$ cat config.mk
export PLATFORM = sky130hd
export DESIGN_NAME = rrsm_flat
export DESIGN_NICKNAME = d
export VERILOG_FILES = /design/src/rtl/retry_pkg.sv /design/src/rtl/rrsm_if.sv /design/src/rtl/rrsm_replay_seq.sv /design/src/rtl/rrsm.sv /design/src/flat_wrapper.sv
export SDC_FILE = /design/constraint.sdc
export NUM_CORES = 1
export LEC_CHECK = 0
export CORE_MARGIN = 2
export CORE_UTILIZATION = 30
export CTS_CLUSTER_SIZE = 20
export DETAILED_ROUTE_END_ITERATION = 6
export GPL_ROUTABILITY_DRIVEN = 0
export GPL_TIMING_DRIVEN = 0
export HOLD_SLACK_MARGIN = 0.08
export SYNTH_ARGS = -nofsm -noshare
export SYNTH_HDL_FRONTEND = slang
export SYNTH_SLANG_ARGS = --single-unit
$ cat constraint.sdc
create_clock -name i_clk -period 4.16 [get_ports i_clk]
set_input_delay 0.832 -clock i_clk [delete_from_list [all_inputs] [get_ports i_clk]]
set_output_delay 0.832 -clock i_clk [all_outputs]
set_load 0.05 [all_outputs]
$ cat src/rtl/retry_pkg.sv
// Shared types and helpers for the remote retry state machine (rrsm).
package retry_pkg;

  localparam int SEQ_W_DEFAULT       = 8;
  localparam int NUM_RETRY_W_DEFAULT = 5;

  typedef enum logic [1:0] {
    REMOTE_NORMAL = 2'd0,
    LLRACK        = 2'd1,
    REPLAY        = 2'd2
  } rrsm_state_e;

  // Modular distance a - b; callers truncate to their pointer width, which
  // keeps the result correct modulo 2^width for any width up to 32.
  function automatic logic [31:0] seq_dist(input logic [31:0] a, input logic [31:0] b);
    return a - b;
  endfunction

endpackage

$ cat src/rtl/rrsm_if.sv
// Unpacker / packer / retry-buffer signal bundle seen by the remote retry state machine.
interface rrsm_if #(
  parameter int SEQ_W       = 8,
  parameter int NUM_RETRY_W = 5
);
  logic                   unpacker_retry_req_valid;
  logic [SEQ_W-1:0]       unpacker_retry_req_eseq;
  logic [NUM_RETRY_W-1:0] unpacker_retry_req_num_retry;
  logic [SEQ_W-1:0]       retry_buf_wr_ptr;
  logic [SEQ_W-1:0]       retry_buf_oldest_seq;
  logic                   packer_ack_ready;
  logic                   packer_replay_ready;
  logic                   phy_reinit;
  logic                   retry_send_ack_seq;
  logic [NUM_RETRY_W-1:0] retry_ack_num_retry;
  logic                   retry_ack_empty;
  logic [SEQ_W-1:0]       retry_ack_wr_ptr;
  logic                   retry_replay_valid;
  logic [SEQ_W-1:0]       retry_replay_ptr;
  logic                   retry_replay_active;
  logic                   retry_remote_err;

  modport slave (
    input  unpacker_retry_req_valid, unpacker_retry_req_eseq, unpacker_retry_req_num_retry,
           retry_buf_wr_ptr, retry_buf_oldest_seq, packer_ack_ready, packer_replay_ready,
           phy_reinit,
    output retry_send_ack_seq, retry_ack_num_retry, retry_ack_empty, retry_ack_wr_ptr,
           retry_replay_valid, retry_replay_ptr, retry_replay_active, retry_remote_err
  );

  modport master (
    output unpacker_retry_req_valid, unpacker_retry_req_eseq, unpacker_retry_req_num_retry,
           retry_buf_wr_ptr, retry_buf_oldest_seq, packer_ack_ready, packer_replay_ready,
           phy_reinit,
    input  retry_send_ack_seq, retry_ack_num_retry, retry_ack_empty, retry_ack_wr_ptr,
           retry_replay_valid, retry_replay_ptr, retry_replay_active, retry_remote_err
  );
endinterface

$ cat src/rtl/rrsm_replay_seq.sv
// Replay pointer / remaining-flit counter with load, advance and clear.
module rrsm_replay_seq #(
  parameter int SEQ_W = 8
) (
  input  logic             clk_i,
  input  logic             rst_i,
  input  logic             load_i,
  input  logic [SEQ_W-1:0] load_ptr_i,
  input  logic [SEQ_W-1:0] load_rem_i,
  input  logic             advance_i,
  input  logic             clear_i,
  output logic [SEQ_W-1:0] ptr_o,
  output logic             last_o
);
  logic [SEQ_W-1:0] ptr_q, ptr_d;
  logic [SEQ_W-1:0] rem_q, rem_d;

  always_comb begin
    ptr_d = ptr_q;
    rem_d = rem_q;
    if (clear_i) begin
      ptr_d = '0;
      rem_d = '0;
    end else if (load_i) begin
      ptr_d = load_ptr_i;
      rem_d = load_rem_i;
    end else if (advance_i) begin
      ptr_d = ptr_q + 1'b1;
      rem_d = rem_q - 1'b1;
    end
  end

  always_ff @(posedge clk_i) begin
    if (rst_i) begin
      ptr_q <= '0;
      rem_q <= '0;
    end else begin
      ptr_q <= ptr_d;
      rem_q <= rem_d;
    end
  end

  assign ptr_o  = ptr_q;
  assign last_o = (rem_q == SEQ_W'(1));
endmodule

$ cat src/rtl/rrsm.sv
// Remote retry state machine: answers RETRY.Req with RETRY.Ack, then replays from the retry buffer.
// Optional saturating Ack/flit counters are built when RRSM_REPLAY_STATS_EN is defined.
module rrsm
  import retry_pkg::*;
#(
  parameter int SEQ_W       = SEQ_W_DEFAULT,
  parameter int NUM_RETRY_W = NUM_RETRY_W_DEFAULT
) (
  input  logic  i_clk,
  input  logic  i_rst,
  rrsm_if.slave bus
`ifdef RRSM_REPLAY_STATS_EN
  ,
  output logic [15:0] retry_ack_count,
  output logic [15:0] retry_replay_flit_count
`endif
);
  rrsm_state_e            state_q, state_d;
  logic [NUM_RETRY_W-1:0] num_retry_q;
  logic [SEQ_W-1:0]       wr_ptr_q;
  logic                   empty_q;
  logic                   err_q;

  logic [SEQ_W-1:0] cnt, win, load_rem, ptr;
  logic             req_ok, load, advance, clear, last;

  assign cnt      = SEQ_W'(seq_dist(32'(bus.retry_buf_wr_ptr), 32'(bus.unpacker_retry_req_eseq)));
  assign win      = SEQ_W'(seq_dist(32'(bus.retry_buf_wr_ptr), 32'(bus.retry_buf_oldest_seq)));
  assign req_ok   = (cnt <= win);
  assign load_rem = req_ok ? cnt : '0;

  // phy_reinit overrides everything, including a request arriving in the same cycle.
  always_comb begin
    state_d = state_q;
    load    = 1'b0;
    advance = 1'b0;
    clear   = 1'b0;
    if (bus.phy_reinit) begin
      state_d = REMOTE_NORMAL;
      clear   = 1'b1;
    end else begin
      case (state_q)
        REMOTE_NORMAL: begin
          if (bus.unpacker_retry_req_valid) begin
            load    = 1'b1;
            state_d = LLRACK;
          end
        end
        LLRACK: begin
          if (bus.unpacker_retry_req_valid) begin
            load    = 1'b1;
            state_d = LLRACK;
          end else if (bus.packer_ack_ready) begin
            state_d = empty_q ? REMOTE_NORMAL : REPLAY;
          end
        end
        REPLAY: begin
          if (bus.unpacker_retry_req_valid) begin
            load    = 1'b1;
            state_d = LLRACK;
          end else if (bus.packer_replay_ready) begin
            advance = 1'b1;
            if (last) state_d = REMOTE_NORMAL;
          end
        end
        default: begin
          state_d = REMOTE_NORMAL;
          clear   = 1'b1;
        end
      endcase
    end
  end

  always_ff @(posedge i_clk) begin
    if (i_rst) begin
      state_q     <= REMOTE_NORMAL;
      num_retry_q <= '0;
      wr_ptr_q    <= '0;
      empty_q     <= 1'b0;
      err_q       <= 1'b0;
    end else begin
      state_q <= state_d;
      err_q   <= load && !req_ok;
      if (clear) begin
        num_retry_q <= '0;
        wr_ptr_q    <= '0;
        empty_q     <= 1'b0;
      end else if (load) begin
        num_retry_q <= bus.unpacker_retry_req_num_retry;
        wr_ptr_q    <= bus.retry_buf_wr_ptr;
        empty_q     <= (load_rem == '0);
      end
    end
  end

  rrsm_replay_seq #(.SEQ_W(SEQ_W)) u_replay_seq (
    .clk_i      (i_clk),
    .rst_i      (i_rst),
    .load_i     (load),
    .load_ptr_i (bus.unpacker_retry_req_eseq),
    .load_rem_i (load_rem),
    .advance_i  (advance),
    .clear_i    (clear),
    .ptr_o      (ptr),
    .last_o     (last)
  );

  // Ack fields and replay pointer are only presented in the state that owns them.
  assign bus.retry_send_ack_seq  = (state_q == LLRACK);
  assign bus.retry_ack_num_retry = (state_q == LLRACK) ? num_retry_q : '0;
  assign bus.retry_ack_empty     = (state_q == LLRACK) ? empty_q : 1'b0;
  assign bus.retry_ack_wr_ptr    = (state_q == LLRACK) ? wr_ptr_q : '0;
  assign bus.retry_replay_valid  = (state_q == REPLAY);
  assign bus.retry_replay_ptr    = (state_q == REPLAY) ? ptr : '0;
  assign bus.retry_replay_active = (state_q != REMOTE_NORMAL);
  assign bus.retry_remote_err    = err_q;

`ifdef RRSM_REPLAY_STATS_EN
  logic [15:0] ack_count_q, flit_count_q;
  logic        ack_accept;

  assign ack_accept = (state_q == LLRACK) && bus.packer_ack_ready && !bus.phy_reinit;

  // Statistics survive phy_reinit; only i_rst clears them.
  always_ff @(posedge i_clk) begin
    if (i_rst) begin
      ack_count_q  <= '0;
      flit_count_q <= '0;
    end else begin
      if (ack_accept && ack_count_q != 16'hFFFF) ack_count_q <= ack_count_q + 16'd1;
      if (advance && flit_count_q != 16'hFFFF) flit_count_q <= flit_count_q + 16'd1;
    end
  end

  assign retry_ack_count         = ack_count_q;
  assign retry_replay_flit_count = flit_count_q;
`endif
endmodule

$ cat src/flat_wrapper.sv
// flat-port wrapper written by rule: the top's interface ports become plain ports
module rrsm_flat import retry_pkg::*;
#(
  parameter int SEQ_W       = SEQ_W_DEFAULT,
  parameter int NUM_RETRY_W = NUM_RETRY_W_DEFAULT
)
  (i_clk, i_rst, bus_unpacker_retry_req_valid, bus_unpacker_retry_req_eseq, bus_unpacker_retry_req_num_retry, bus_retry_buf_wr_ptr, bus_retry_buf_oldest_seq, bus_packer_ack_ready, bus_packer_replay_ready, bus_phy_reinit, bus_retry_send_ack_seq, bus_retry_ack_num_retry, bus_retry_ack_empty, bus_retry_ack_wr_ptr, bus_retry_replay_valid, bus_retry_replay_ptr, bus_retry_replay_active, bus_retry_remote_err);
  rrsm_if #(.SEQ_W(SEQ_W), .NUM_RETRY_W(NUM_RETRY_W)) bus_i ();
  input  logic i_clk;
  input  logic i_rst;
  input wire logic [$bits(bus_i.unpacker_retry_req_valid)-1:0] bus_unpacker_retry_req_valid;
  input wire logic [$bits(bus_i.unpacker_retry_req_eseq)-1:0] bus_unpacker_retry_req_eseq;
  input wire logic [$bits(bus_i.unpacker_retry_req_num_retry)-1:0] bus_unpacker_retry_req_num_retry;
  input wire logic [$bits(bus_i.retry_buf_wr_ptr)-1:0] bus_retry_buf_wr_ptr;
  input wire logic [$bits(bus_i.retry_buf_oldest_seq)-1:0] bus_retry_buf_oldest_seq;
  input wire logic [$bits(bus_i.packer_ack_ready)-1:0] bus_packer_ack_ready;
  input wire logic [$bits(bus_i.packer_replay_ready)-1:0] bus_packer_replay_ready;
  input wire logic [$bits(bus_i.phy_reinit)-1:0] bus_phy_reinit;
  output wire logic [$bits(bus_i.retry_send_ack_seq)-1:0] bus_retry_send_ack_seq;
  output wire logic [$bits(bus_i.retry_ack_num_retry)-1:0] bus_retry_ack_num_retry;
  output wire logic [$bits(bus_i.retry_ack_empty)-1:0] bus_retry_ack_empty;
  output wire logic [$bits(bus_i.retry_ack_wr_ptr)-1:0] bus_retry_ack_wr_ptr;
  output wire logic [$bits(bus_i.retry_replay_valid)-1:0] bus_retry_replay_valid;
  output wire logic [$bits(bus_i.retry_replay_ptr)-1:0] bus_retry_replay_ptr;
  output wire logic [$bits(bus_i.retry_replay_active)-1:0] bus_retry_replay_active;
  output wire logic [$bits(bus_i.retry_remote_err)-1:0] bus_retry_remote_err;
  assign bus_i.unpacker_retry_req_valid = bus_unpacker_retry_req_valid;
  assign bus_i.unpacker_retry_req_eseq = bus_unpacker_retry_req_eseq;
  assign bus_i.unpacker_retry_req_num_retry = bus_unpacker_retry_req_num_retry;
  assign bus_i.retry_buf_wr_ptr = bus_retry_buf_wr_ptr;
  assign bus_i.retry_buf_oldest_seq = bus_retry_buf_oldest_seq;
  assign bus_i.packer_ack_ready = bus_packer_ack_ready;
  assign bus_i.packer_replay_ready = bus_packer_replay_ready;
  assign bus_i.phy_reinit = bus_phy_reinit;
  assign bus_retry_send_ack_seq = bus_i.retry_send_ack_seq;
  assign bus_retry_ack_num_retry = bus_i.retry_ack_num_retry;
  assign bus_retry_ack_empty = bus_i.retry_ack_empty;
  assign bus_retry_ack_wr_ptr = bus_i.retry_ack_wr_ptr;
  assign bus_retry_replay_valid = bus_i.retry_replay_valid;
  assign bus_retry_replay_ptr = bus_i.retry_replay_ptr;
  assign bus_retry_replay_active = bus_i.retry_replay_active;
  assign bus_retry_remote_err = bus_i.retry_remote_err;
  rrsm #(.SEQ_W(SEQ_W), .NUM_RETRY_W(NUM_RETRY_W)) u_core (.i_clk(i_clk), .i_rst(i_rst), .bus(bus_i));
endmodule
==> Word level (Yosys, flattened, before mapping) <==
Cells that the tools add are included.
{ "op_classes": {"n_reduce_logical": 10, "eq_ne": 7, "order_cmp": 1, "add_sub_neg": 4, "muxes": 26} }
{ "ops": {"columns": ["op", "n"], "rows": [
  ["$mux W8", 7],
  ["$sub A8 B8 Y8", 2],
  ["$mux W2", 7],
  ["$mux W1", 10],
  ["$add A8 B1 Y8 const B", 1],
  ["$eq A8 B1 Y1 const B", 1],
  ["$le A8 B8 Y1", 1],
  ["$logic_not A8 Y1", 1],
  ["$sub A8 B1 Y8 const B", 1],
  ["$ne A3 B3 Y1 const B", 2],
  ["$pmux W2 S3", 1],
  ["$mux W5", 1],
  ["$reduce_and A4 Y1", 1],
  ["$reduce_bool A2 Y1", 2],
  ["$reduce_or A2 Y1", 2],
  ["$ne A3 B2 Y1 const B", 1],
  ["$reduce_or A3 Y1", 1],
  ["$eq A2 B1 Y1 const B", 1],
  ["$eq A2 B2 Y1 const B", 1],
  ["$logic_not A2 Y1", 1],
  ["$ne A2 B2 Y1 const B", 1],
  ["$logic_and A1 B1 Y1", 1],
  ["$logic_not A1 Y1", 1]
]} }
{ "totals": {"in_bits": 35, "out_inout_bits": 26, "ff_bits": 33, "word_cells": 55} }

==> Logic depth before layout (Yosys ltp) <==
{ "depth": {"depth_word": 6, "ltp_mapped": 16} }

==> Cells and area by module <==
A second synthesis with hierarchy kept.
{ "hier_totals": {"hier_cells": 315, "hier_area_um2": 2588.7} }
{ "by_module_without_submodules": {"columns": ["module", "instances", "cells_per_inst", "seq_area_each_um2", "area_each_um2"], "rows": [
  ["rrsm", 1, 210, 340.3, 1704.1],
  ["rrsm_replay_seq", 1, 105, 320.3, 884.6]
]} }

==> Worst setup path before layout <==
No wires, ideal clock.
{ "synth_timing": {"path_kind": "in2reg", "startpoint": "in bus_retry_buf_wr_ptr[0]", "endpoint": "reg u_core.u_replay_seq.rem_q[0]", "t_arrival_ns": 3.244, "path_slack_ns": 0.846, "cell_stages": 15, "path_buffers": 0, "setup_ns": 0.070, "path_cell_list": "inv_1 ha_1 fa_1 nor2b_1 o31ai_1 mux2i_1 and3_1 inv_1 ha_1 nand4_1 nor2_1 a21oi_1 or2_1 or3_1 a21oi_1"} }
{ "synth_between": {"elab_chain_len": 4, "word_cells_on_any_way": 5} }
{ "synth_lines": {"columns": ["element", "line", "rtl"], "rows": [
  ["start: declaration", "flat_wrapper.sv:14", "input wire logic [$bits(bus_i.retry_buf_wr_ptr)-1:0] bus_retry_buf_wr_ptr;"],
  ["$sub A8 B8 Y8", "retry_pkg.sv:16", "return a - b;"],
  ["$le A8 B8 Y1", "rrsm.sv:29", "assign req_ok = (cnt <= win);"],
  ["$mux W8 *", "rrsm.sv:30", "assign load_rem = req_ok ? cnt : '0;"],
  ["$mux W8 *", "rrsm_replay_seq.sv:24", "end else if (load_i) begin"],
  ["end signal: assignment", "rrsm_replay_seq.sv:39", "rem_q <= rem_d;"],
  ["end: declaration", "rrsm_replay_seq.sv:16", "logic [SEQ_W-1:0] rem_q, rem_d;"]
]} }
Every way passes the cells marked *; elsewhere a longest branch is shown, timed or not.
A chain may end at the register's enable or synchronous reset.

==> Worst setup path in the final report <==
Same ends and word-level chain as after synthesis.

==> results.sh <==
export IMPL_antenna_cells=0
export IMPL_synth_top_area_share_pct=26.57
export IMPL_drive_gt1_share_pct=4.545
export IMPL_core_area_um2=8134
export IMPL_synth_top_cells_by_area="dfxtp_1 27%, ha_1 13%, a21oi_1 7.4%"
export IMPL_cp_max_fo=3
export IMPL_port_buffers=60
export IMPL_numCtsBuffers=5
export IMPL_grt_max_degree=11
export IMPL_worst_slew_pin_slew_ps=546.8
export IMPL_post_place_cells=493
export IMPL_finalSetupViolCount=0
export IMPL_grt_overflow=0
export IMPL_hold_viol_final=0
export IMPL_syn_nets=390
export IMPL_routed_wl_mm=7.050
export IMPL_cp_data_arrival_time_ps=4190
export IMPL_worstSetupPathType="input port to flop"
export IMPL_clock_sinks=33
export IMPL_finalCritPeriodShare_pct=95.42
export IMPL_worst_setup_path_start_kind="input port"
export IMPL_wl_per_cell_um=14.07
export IMPL_drt_first_pass_iters=4
export IMPL_synth_cells=328
export IMPL_timing_hold_ws_ps=451.9
export IMPL_synth_commonest_cells="40 x nand2_1, 37 x a21oi_1, 33 x dfxtp_1, 25 x ha_1, 23 x and2_1"
export IMPL_yosysWarnings=0
export IMPL_postRouteAntennaNets=0
export IMPL_grt_usage_pct=16.52
export IMPL_finalNonFillerCells=501
export IMPL_antenna_found_initial=0
export IMPL_rr_startpoint="u_core.state_q[0]"
export IMPL_clockRootBuffer="clkbuf_8"
export IMPL_start_util_pct=30.56
export IMPL_ir_drop_mv=0.1941
export IMPL_routed_via_density=5.034
export IMPL_place_hpwl_mm=5.559
export IMPL_syn_area_um2=2486
export IMPL_powerDensity_nw_per_um2=284.7
export IMPL_hold_class="flop to flop"
export IMPL_final_util_pct=41.02
export IMPL_clock_skew_ps=7.658
export IMPL_num_vias=2522
export IMPL_status="complete, no violations"
export IMPL_yosysSeqAreaShare_pct=26.57
export IMPL_total_leakage_power_nw=1.312
export IMPL_rsz0062_at_grt="no"
export IMPL_synth_edff_count=0
export IMPL_postCtsHoldBufs=0
export IMPL_io_pins=61
export IMPL_die_w_um=95.04
export IMPL_synthArstFlopShare_pct=0
export IMPL_ys_flop_type="dfxtp_1"
export IMPL_cts_tree="done"
export IMPL_drc=0
export IMPL_nets=457
export IMPL_htree_num_levels=2
export IMPL_postLayoutCellArea_um2=3337
export IMPL_placed_area_um2=3218
export IMPL_fmax_ghz=0.2519
export IMPL_grt_pass1_wl_mm=11.56
export IMPL_end_kind="flop"
export IMPL_fin_tns_setup_ps=0
export IMPL_grt_pass1_vias=2421
export IMPL_syn_avg_cell_area_um2=7.580
export IMPL_area_delta_synth_final_pct=34.22
export IMPL_synth_area_leader_cell="dfxtp_1"
export IMPL_clk_pin_slew_ps=70
export IMPL_clk_latency_ps=290
export IMPL_row_count=33
export IMPL_maxSlewHeadroom_pct=63.55
export IMPL_synth_most_common_cell="nand2_1"
export IMPL_synth_cell_types=49
export IMPL_clockBufferDepth=2
export IMPL_worst_hold_startpoint="u_core.num_retry_q[0]"
export IMPL_slew_violations=0
export IMPL_fin_crit_ps=3969
export IMPL_drt_iter0_drc=84
export IMPL_die_h_um=95.04
export IMPL_required_ps=4380
export IMPL_crit_start="bus_retry_buf_wr_ptr[0]"
export IMPL_cap_violations=0
export IMPL_die_area_um2=9032
export IMPL_synth_ff_latch_count=33
==> cells in the final DEF (no fill, tap or decap), drive strengths merged, types with 8 or more instances in the layout <==
cell / instances
a21oi: 38
and2: 23
clkbuf: 14
clkdlybuf4s50: 60
dfxtp: 33
ha: 25
inv: 22
nand2: 40
nand3: 12
nor2: 20
nor3: 8
o21ai: 11
xnor2: 11
==> state kept, by name, summed over array words and instances (netlist names) <==
name / count
u_core.num_retry_q: 5
u_core.bus.retry_remote_err: 1
u_core.wr_ptr_q: 8
u_core.empty_q: 1
u_core.u_replay_seq.rem_q: 8
u_core.u_replay_seq.ptr_o: 8
u_core.state_q: 2
==> routing by layer <==
layer  global-route usage [%]  wire length, um  vias up
met5                        0                0        -
met4                    4.952               82        0
met3                    3.320              393        8
met2                    27.07             3182       74
met1                    21.95             3391     1168
li1                         -                -     1272
==> kinds of logic after synthesis <==
family / count (synthesis) / synth area share, %
xor+xnor: 16 / 5.636
mux: 1 / 0.4026
fa+ha+maj: 27 / 14.19
simple gates: 139 / 29.04
buf+inv: 35 / 5.486
compound gates: 77 / 18.67
flops: 33 / 26.57
==> per-stage QoR <==
stage                     worst slack [ps]  power, mW
after CTS                            208.8     0.9502
after global routing                 23.99      1.010
after detailed placement            -68.33     0.6358
final                                190.5     0.9501
after global placement              -27.66     0.6290
after floorplan                      845.7     0.5367
==> area by class of cell <==
cell class                 instances  area, um2
buffer                            13      53.80
clock buffer                       7      86.33
clock inverter                     1      30.03
fill                             871       4797
inverter                          22      82.58
multi-input combinational        260       1692
sequential                        33      660.6
tap                              105      131.4
timing repair buffer              60      600.6
==> worst max-delay path, stage by stage <==
cell and delay (ps):
clkdlybuf4s50_1 490, inv_1 80, ha_1 230, fa_1 410, nor2b_1 200, o31ai_1 110, mux2i_1 140, and3_1 270
inv_1 70, ha_1 300, nand4_1 100, nor2_1 150, a21oi_1 80, or2_1 250, or3_1 340, a21oi_1 140
==> timing repair <==
item / 4_1_cts / 5_1_grt
resized for setup: 0 / 1
buffers inserted: 0 / 0
setup endpoints to repair: 0 / 2
hold endpoints to repair: 0 / 0
==> report_power, final <==
part           internal [mW]  total (mW)  switching, mW
logic                  0.132       0.300          0.168
clock network          0.195       0.316          0.121
registers              0.326       0.333        0.00789
total                  0.653       0.950          0.297
==> worst paths after layout <==
check | cells after the start | slack, ps | to
hold / removal | 2 | 450 | u_core.num_retry_q[0]
setup / recovery | 16 | 190 | u_core.u_replay_seq.rem_q[0]
setup reg to reg | 6 | 2410 | u_core.u_replay_seq.rem_q[1]
hold reg to reg | 2 | 450 | u_core.num_retry_q[0]
No activity file was read; power rests on OpenSTA's default activity.
